$ cat config.mk
export PLATFORM = sky130hd
export DESIGN_NAME = i2s_top_tx
export DESIGN_NICKNAME = d
export VERILOG_FILES = /design/src/rtl/i2s_top_tx.sv
export SDC_FILE = /design/constraint.sdc
export NUM_CORES = 1
export LEC_CHECK = 0
export CAP_MARGIN = 5
export CORE_MARGIN = 8
export CORE_UTILIZATION = 56
export CTS_CLUSTER_DIAMETER = 120
export DETAILED_ROUTE_END_ITERATION = 12
export PLACE_DENSITY = 0.86
export SYNTH_ARGS = -nofsm -noshare
export SYNTH_HDL_FRONTEND = slang
export SYNTH_SLANG_ARGS = --single-unit
$ cat constraint.sdc
create_clock -name clk_i -period 2.7 [get_ports clk_i]
set_input_delay 0.54 -clock clk_i [delete_from_list [all_inputs] [get_ports clk_i]]
set_output_delay 0.54 -clock clk_i [all_outputs]
set_load 0.01 [all_outputs]
$ cat src/rtl/i2s_top_tx.sv
// I2S master transmitter: divides clk_i into sclk_o and serialises a left and a
// right holding register, MSB first, with word select leading the data by one bit.
module i2s_top_tx #(
    parameter int DATA_WIDTH = 16,
    parameter int SCLK_DIV   = 2
) (
    input  logic                  clk_i,
    input  logic                  rst_i,
    input  logic [DATA_WIDTH-1:0] data_i,
    input  logic                  lr_chnl_i,
    input  logic                  write_i,
    output logic [1:0]            full_o,
    output logic                  ovf_o,
    output logic                  unf_o,
    output logic                  sclk_o,
    output logic                  wsel_o,
    output logic                  sdat_o
);

    localparam int DIV_W = (SCLK_DIV > 1) ? $clog2(SCLK_DIV) : 1;
    localparam int POS_W = (DATA_WIDTH > 1) ? $clog2(2 * DATA_WIDTH) : 1;

    localparam logic [DIV_W-1:0] DIV_LAST  = DIV_W'(SCLK_DIV - 1);
    localparam logic [POS_W-1:0] POS_LAST  = POS_W'(2 * DATA_WIDTH - 1);
    localparam logic [POS_W-1:0] POS_RIGHT = POS_W'(DATA_WIDTH);
    localparam logic [POS_W-1:0] WS_RISE   = POS_W'(DATA_WIDTH - 1);

    logic [DIV_W-1:0]                 div_q, div_d;
    logic                             sclk_q, sclk_d;
    logic [POS_W-1:0]                 pos_q, pos_d;
    logic                             wsel_q, wsel_d;
    logic [DATA_WIDTH-1:0]            shift_q, shift_d;
    logic [1:0][DATA_WIDTH-1:0]       hold_q, hold_d;
    logic [1:0]                       full_q, full_d;
    logic                             ovf_q, ovf_d;
    logic                             unf_q, unf_d;

    logic                             fall;
    logic                             load_any;
    logic                             load_ch;

    always_comb begin
        div_d    = div_q;
        sclk_d   = sclk_q;
        pos_d    = pos_q;
        wsel_d   = wsel_q;
        shift_d  = shift_q;
        hold_d   = hold_q;
        full_d   = full_q;
        ovf_d    = 1'b0;
        unf_d    = 1'b0;
        fall     = 1'b0;
        load_any = 1'b0;
        load_ch  = 1'b0;

        if (div_q == DIV_LAST) begin
            div_d  = '0;
            sclk_d = ~sclk_q;
            fall   = sclk_q;
        end else begin
            div_d = div_q + 1'b1;
        end

        // pos_q names the last falling event; reset parks it on the final slot
        // so the first event after reset lands on position 0.
        if (fall) begin
            pos_d    = (pos_q == POS_LAST) ? '0 : pos_q + 1'b1;
            wsel_d   = (pos_d >= WS_RISE) && (pos_d != POS_LAST);
            load_any = (pos_d == '0) || (pos_d == POS_RIGHT);
            load_ch  = (pos_d == POS_RIGHT);
            if (load_any) begin
                shift_d         = full_q[load_ch] ? hold_q[load_ch] : '0;
                unf_d           = ~full_q[load_ch];
                full_d[load_ch] = 1'b0;
            end else begin
                shift_d = shift_q << 1;
            end
        end

        // A write in the load cycle refills the register the load just drained.
        if (write_i) begin
            hold_d[lr_chnl_i] = data_i;
            full_d[lr_chnl_i] = 1'b1;
            ovf_d             = full_q[lr_chnl_i] && !(load_any && (load_ch == lr_chnl_i));
        end
    end

    always_ff @(posedge clk_i or negedge rst_i) begin
        if (!rst_i) begin
            div_q   <= '0;
            sclk_q  <= 1'b0;
            pos_q   <= POS_LAST;
            wsel_q  <= 1'b0;
            shift_q <= '0;
            hold_q  <= '0;
            full_q  <= '0;
            ovf_q   <= 1'b0;
            unf_q   <= 1'b0;
        end else begin
            div_q   <= div_d;
            sclk_q  <= sclk_d;
            pos_q   <= pos_d;
            wsel_q  <= wsel_d;
            shift_q <= shift_d;
            hold_q  <= hold_d;
            full_q  <= full_d;
            ovf_q   <= ovf_d;
            unf_q   <= unf_d;
        end
    end

    assign full_o = full_q;
    assign ovf_o  = ovf_q;
    assign unf_o  = unf_q;
    assign sclk_o = sclk_q;
    assign wsel_o = wsel_q;
    assign sdat_o = shift_q[DATA_WIDTH-1];

endmodule

# Word level (Yosys, flattened, before mapping)
# Cells that the tools add are included.
# word_totals
reg_bits,60
in_bits,20
rom_bits,0
out_inout_bits,7
ramBits,0
latchBits,0
memories,0
word_cells,60
# classes
n_bitwise,5
mux,26
addsub,2
n_div,0
n_lt_le_gt_ge,5
shift,0
n_eq_ne,4
n_mul,0
n_reduce_logical,8
# op_table
cell,count
$mux W16,5
$bwmux W32,1
$demux W16 S1,1
$mux W1,13
$eq A5 B5 Y1 const B,2
$mux W2,3
$add A5 B1 Y5 const B,1
$ge A5 B4 Y1 const B,1
$logic_and A1 B1 Y1,5
$logic_not A5 Y1,1
$mux W5,1
$ne A5 B5 Y1 const B,1
$lt A1 B2 Y1 const B,2
$and A2 B2 Y2,1
$demux W1 S1,2
$ge A1 B1 Y1 const B,2
$not A1 Y1,2
$not A2 Y2,1
$or A2 B2 Y2,1
$add A1 B1 Y1 const B,1
$eq A1 B1 Y1,1
$logic_not A1 Y1,1
$logic_or A1 B1 Y1,1

# Longest topological paths before layout
# logic_depth
depth_word,13
mapped_depth,8
mapped_depth_nobuf,7

# Worst setup path before layout
# Ideal clock, no wire load.
# synth_path
path_kind,flip-flop to flip-flop
start,reg pos_q[0]
end,reg shift_q[10]
synth_period_minus_slack_ns,2.047
stages_incl_launch_ff,9
n_path_buf,2
arrival_ns,1.961
t_required_ns,2.614
slack_ns,0.653
setup_time_ns,0.086
path_cell_list,dfstp_2 > ha_1 > and3_1 > ha_1 > mux2i_1 > or3_1 > buf_6 > buf_8 > o221ai_2
# synth_via
elab_chain_len,7
elab_cells_between_ends,12
cone_classes,add/sub: 1; eq/ne: 2; mux: 7; reduce/logical: 2
# synth_rtl
item,line_no,rtl
from (decl),30,"logic [POS_W-1:0] pos_q, pos_d;"
from (signal assigned),102,pos_q <= pos_d;
$add A5 B1 Y5 or $eq A5 B5 Y1 (tied branches),67,pos_d = (pos_q == POS_LAST) ? '0 : pos_q + 1'b1;
$mux W5 *,67,
$eq A5 B5 Y1,"69, 70",
$mux W16 (not written as such) or $mux W1 (tied branches) (2 in a row),72,shift_d = full_q[load_ch] ? hold_q[load_ch] : '0;
$mux W16,72,
$mux W16 *,71,if (load_any) begin
to (signal assigned),104,shift_q <= shift_d;
to (decl),32,"logic [DATA_WIDTH-1:0] shift_q, shift_d;"
# Mark *: on every way between the ends. The rest lies on a longest branch, timed or not. The select of a mux whose other input is x is not followed.
# A chain may end at the register's enable or synchronous reset.

# Final worst setup path
# layout_path
start,reg pos_q[0]
end,reg shift_q[5]
# Same word-level chain as after synthesis.

==> results.py <==
metrics = {
    "drt": {
        "drt_iter0_markers": 67,
        "ant_nets": 0,
        "drtPass1Iterations": 6,
        "vias": 1825,
        "drt_wl_total_mm": 5.14,
        "avgViaCountPerCell": 5.42,
        "drc": 0,
        "wl_per_cell_um": 15.2,
    },
    "worst_setup_path": {
        "startpoint": "pos_q[0]",
        "crit_path_max_incr_delay_ns": 0.67,
        "crit_type": "flop to flop",
        "critPathTopFamily": "simple AND/OR/NAND/NOR gates",
        "worstReg2RegStart": "pos_q[0]",
        "critPathMaxFanout": 16,
        "cp.buffers_inverters": 0,
        "r2r_end": "shift_q[5]",
        "crit_chain": "ha_1 -> and4b_1 -> a221oi_2 -> or3_1 -> o221ai_1",
        "start_kind": "flop",
        "arrival_ns": 2.64,
        "cp_slowest_cell": "or3_1",
        "worstRegToRegCells": 5,
        "end_kind": "flop",
        "cp.required_ns": 2.88,
        "r2r_setup_slack_ns": 0.24,
    },
    "synth": {
        "syn_nets": 269,
        "yosys_warnings": 0,
        "avgSynthCellArea_um2": 11.0,
        "syn-instance-count": 247,
        "ys_types": 33,
        "synth-seq-cells": 60,
        "synth_area_mm2": 0.00272,
        "synth-seq-area-share_pct": 55.5,
    },
    "grt": {
        "grt.total_usage_pct": 15.6,
        "grt_max_degree": 32,
        "grt_pass1_wl_mm": 8.81,
        "overflow": 0,
        "antenna_found_initial": 0,
        "grt_pass1_vias": 1834,
    },
    "clock_network": {
        "clock_sinks": 60,
        "clk_pin_slew_worst_paths_ns": 0.07,
        "cts.htree.levels": 3,
        "post-cts-setup-buffers": 0,
        "cts_tree": "built",
        "cts-root-buf": "clkbuf_8",
        "clk_path_buf_depth": 2,
        "cts_resized": 0,
        "hold_buffers": 0,
        "clk_latency_ns": 0.34,
        "cts_buffers": 9,
    },
    "outcome": {
        "outcome": "complete, no violations",
    },
    "run": {
        "maxCapViolCount": 0,
    },
    "power_and_ir_drop": {
        "peakVddDrop_mv": 0.399,
        "p_per_area_mw_per_mm2": 591,
        "p_leak_nw": 1.39,
    },
    "floorplanning": {
        "core_mm2": 0.00469,
        "chipWidth_um": 85.7,
        "start_util_pct": 57.9,
        "die_h_um": 85.7,
        "io-pin-count": 27,
        "rows": 25,
        "dieArea_mm2": 0.00734,
    },
    "sta": {
        "rsz0062_at_grt": "no",
        "max-slew-margin-rel_pct": 49.4,
        "slew_viol_final": 0,
        "fmax_mhz": 406,
        "hold_viol": 0,
        "worst_pin_slew_ns": 0.759,
        "tns_ns": 0,
        "fin_crit_sh_pct": 91.3,
        "setup_viol": 0,
        "finalClockSkew_ns": 0.00863,
        "period_minus_slack_ns": 2.46,
    },
    "cells_and_area": {
        "drive_above_1_share_pct": 19.4,
        "nNetsFinal": 300,
        "fin_cells": 337,
        "antennaDiodeCount": 0,
        "area_delta_synth_final_pct": 18.1,
        "fillerInstances": 361,
    },
    "place": {
        "gp_congestion": 0.853,
        "dp_hpwl_mm": 3.54,
        "portBuffers": 26,
        "dp_cells": 321,
    },
    "min_path": {
        "hold_class": "input port to asynchronous set/reset pin",
    },
}
[final cells by class]
cell class / instances / area [um^2] / share of cell area (%)
Sequential cell: 60 / 1510 / 47.0
Multi-Input combinational cell: 156 / 1070 / 33.2
Inverter: 18 / 67.6 / 2.10
Timing Repair Buffer: 33 / 320 / 9.98
Tap cell: 54 / 67.6 / 2.10
Clock buffer: 15 / 176 / 5.49
Clock inverter: 1 / 5.00 / 0.156
[kinds of logic (layout without fill, tap and decap cells)]
logic type	after synthesis	after routing	share of synthesized area, %
AO/OA/AOI/OAI	27	27	10.4
XOR/XNOR	3	3	0.967
AND/OR/NAND/NOR	91	91	14.0
flip-flops	60	60	55.5
adder cells (fa/ha/maj)	2	2	0.920
multiplexers	33	33	12.9
buffers and inverters	31	67	5.34
[where the power goes]
| part | leakage [nW] | total (mW) | internal [mW] | switching (mW) |
|---|---|---|---|---|
| clock | 0.0937 | 0.734 | 0.408 | 0.326 |
| sequential | 0.743 | 1.00 | 0.966 | 0.0332 |
| combinational | 0.551 | 0.163 | 0.0851 | 0.0781 |
| total | 1.39 | 1.90 | 1.46 | 0.437 |
[Yosys cell counts]
master / n / area [um^2]
nand2b_1: 1 / 6.26
nor4b_2: 1 / 15.0
o21ai_0: 3 / 15.0
clkbuf_1: 8 / 30.0
and2_1: 1 / 6.26
and4b_1: 1 / 10.0
dfstp_2: 5 / 131
a221oi_2: 1 / 15.0
xnor2_1: 1 / 8.76
mux2_2: 16 / 180
a21oi_1: 2 / 10.0
o221ai_2: 10 / 150
and3_1: 1 / 6.26
buf_6: 2 / 22.5
or3_1: 1 / 6.26
o22ai_2: 1 / 12.5
xor2_1: 2 / 17.5
dfrtp_1: 55 / 1380
mux2i_1: 17 / 170
nand3_1: 1 / 5.00
o2111ai_1: 1 / 8.76
buf_8: 1 / 15.0
inv_1: 18 / 67.6
buf_2: 2 / 10.0
and2b_1: 2 / 15.0
nor2_1: 2 / 7.51
o22ai_1: 2 / 12.5
ha_1: 2 / 25.0
o221ai_1: 5 / 43.8
nor2b_1: 1 / 6.26
nand2_1: 78 / 293
nor3_1: 1 / 5.00
o31ai_1: 2 / 15.0
[per-layer routing]
layer	wire length [um]	share of wire (%)	GRT usage, %	up-vias
li1	-	-	-	901
met1	2360	46	19.2	872
met2	2420	47	23.3	39
met3	230	4.5	5.35	13
met4	119	2.3	9.08	0
met5	0	0	0	-
[cells in the final DEF (no fill, tap or decap), drive strengths merged, types with 2 or more instances in the layout]
| master | count |
|---|---|
| o22ai | 3 |
| clkdlybuf4s50 | 25 |
| o31ai | 2 |
| mux2 | 16 |
| xor2 | 2 |
| clkbuf | 15 |
| and2b | 2 |
| nor2 | 2 |
| a21oi | 2 |
| buf | 8 |
| inv | 18 |
| nand2 | 78 |
| o21ai | 3 |
| dfrtp | 55 |
| mux2i | 17 |
| ha | 2 |
| dfstp | 5 |
| o221ai | 15 |
[worst max-delay path by stage]
| stage | end | slack, ns | cells past startpoint |
|---|---|---|---|
| 3_5_place_dp | shift_q[2] | 0.24 | 5 |
| 4_1_cts | shift_q[1] | 0.23 | 5 |
| 6_report | shift_q[5] | 0.24 | 5 |
| 2_1_floorplan | shift_q[10] | 0.65 | 8 |
| 5_1_grt | shift_q[3] | 0.03 | 5 |
| 3_3_place_gp | shift_q[5] | 0.36 | 5 |
[worst register-to-register path: stages, from the launching register on]
cell and delay [ns]:
dfstp_2 0.58, ha_1 0.23, and4b_1 0.23, a221oi_2 0.40, or3_1 0.67, o221ai_1 0.19
[through the flow]
| stage | setup WS [ns] | util, % | total power [mW] | cell area (um^2) | hold WS (ns) |
|---|---|---|---|---|---|
| floorplan | 0.653 | - | 1.10 | 2720 | 0.244 |
| global placement | 0.358 | 64.6 | 1.17 | 3030 | 0.456 |
| detailed placement | 0.244 | 64.6 | 1.18 | 3030 | 0.462 |
| CTS | 0.233 | 68.4 | 1.92 | 3210 | 0.267 |
| global route | 0.0313 | 68.4 | 1.99 | 3210 | 0.301 |
| finish | 0.235 | 68.4 | 1.90 | 3210 | 0.248 |
[state kept, by name, summed over array words and instances, names as in the netlist]
register	count
unf_o	1
ovf_o	1
div_q	1
shift_q	16
sclk_o	1
hold_q	32
wsel_o	1
full_o	2
pos_q	5
(Power assumes the default switching activity.)
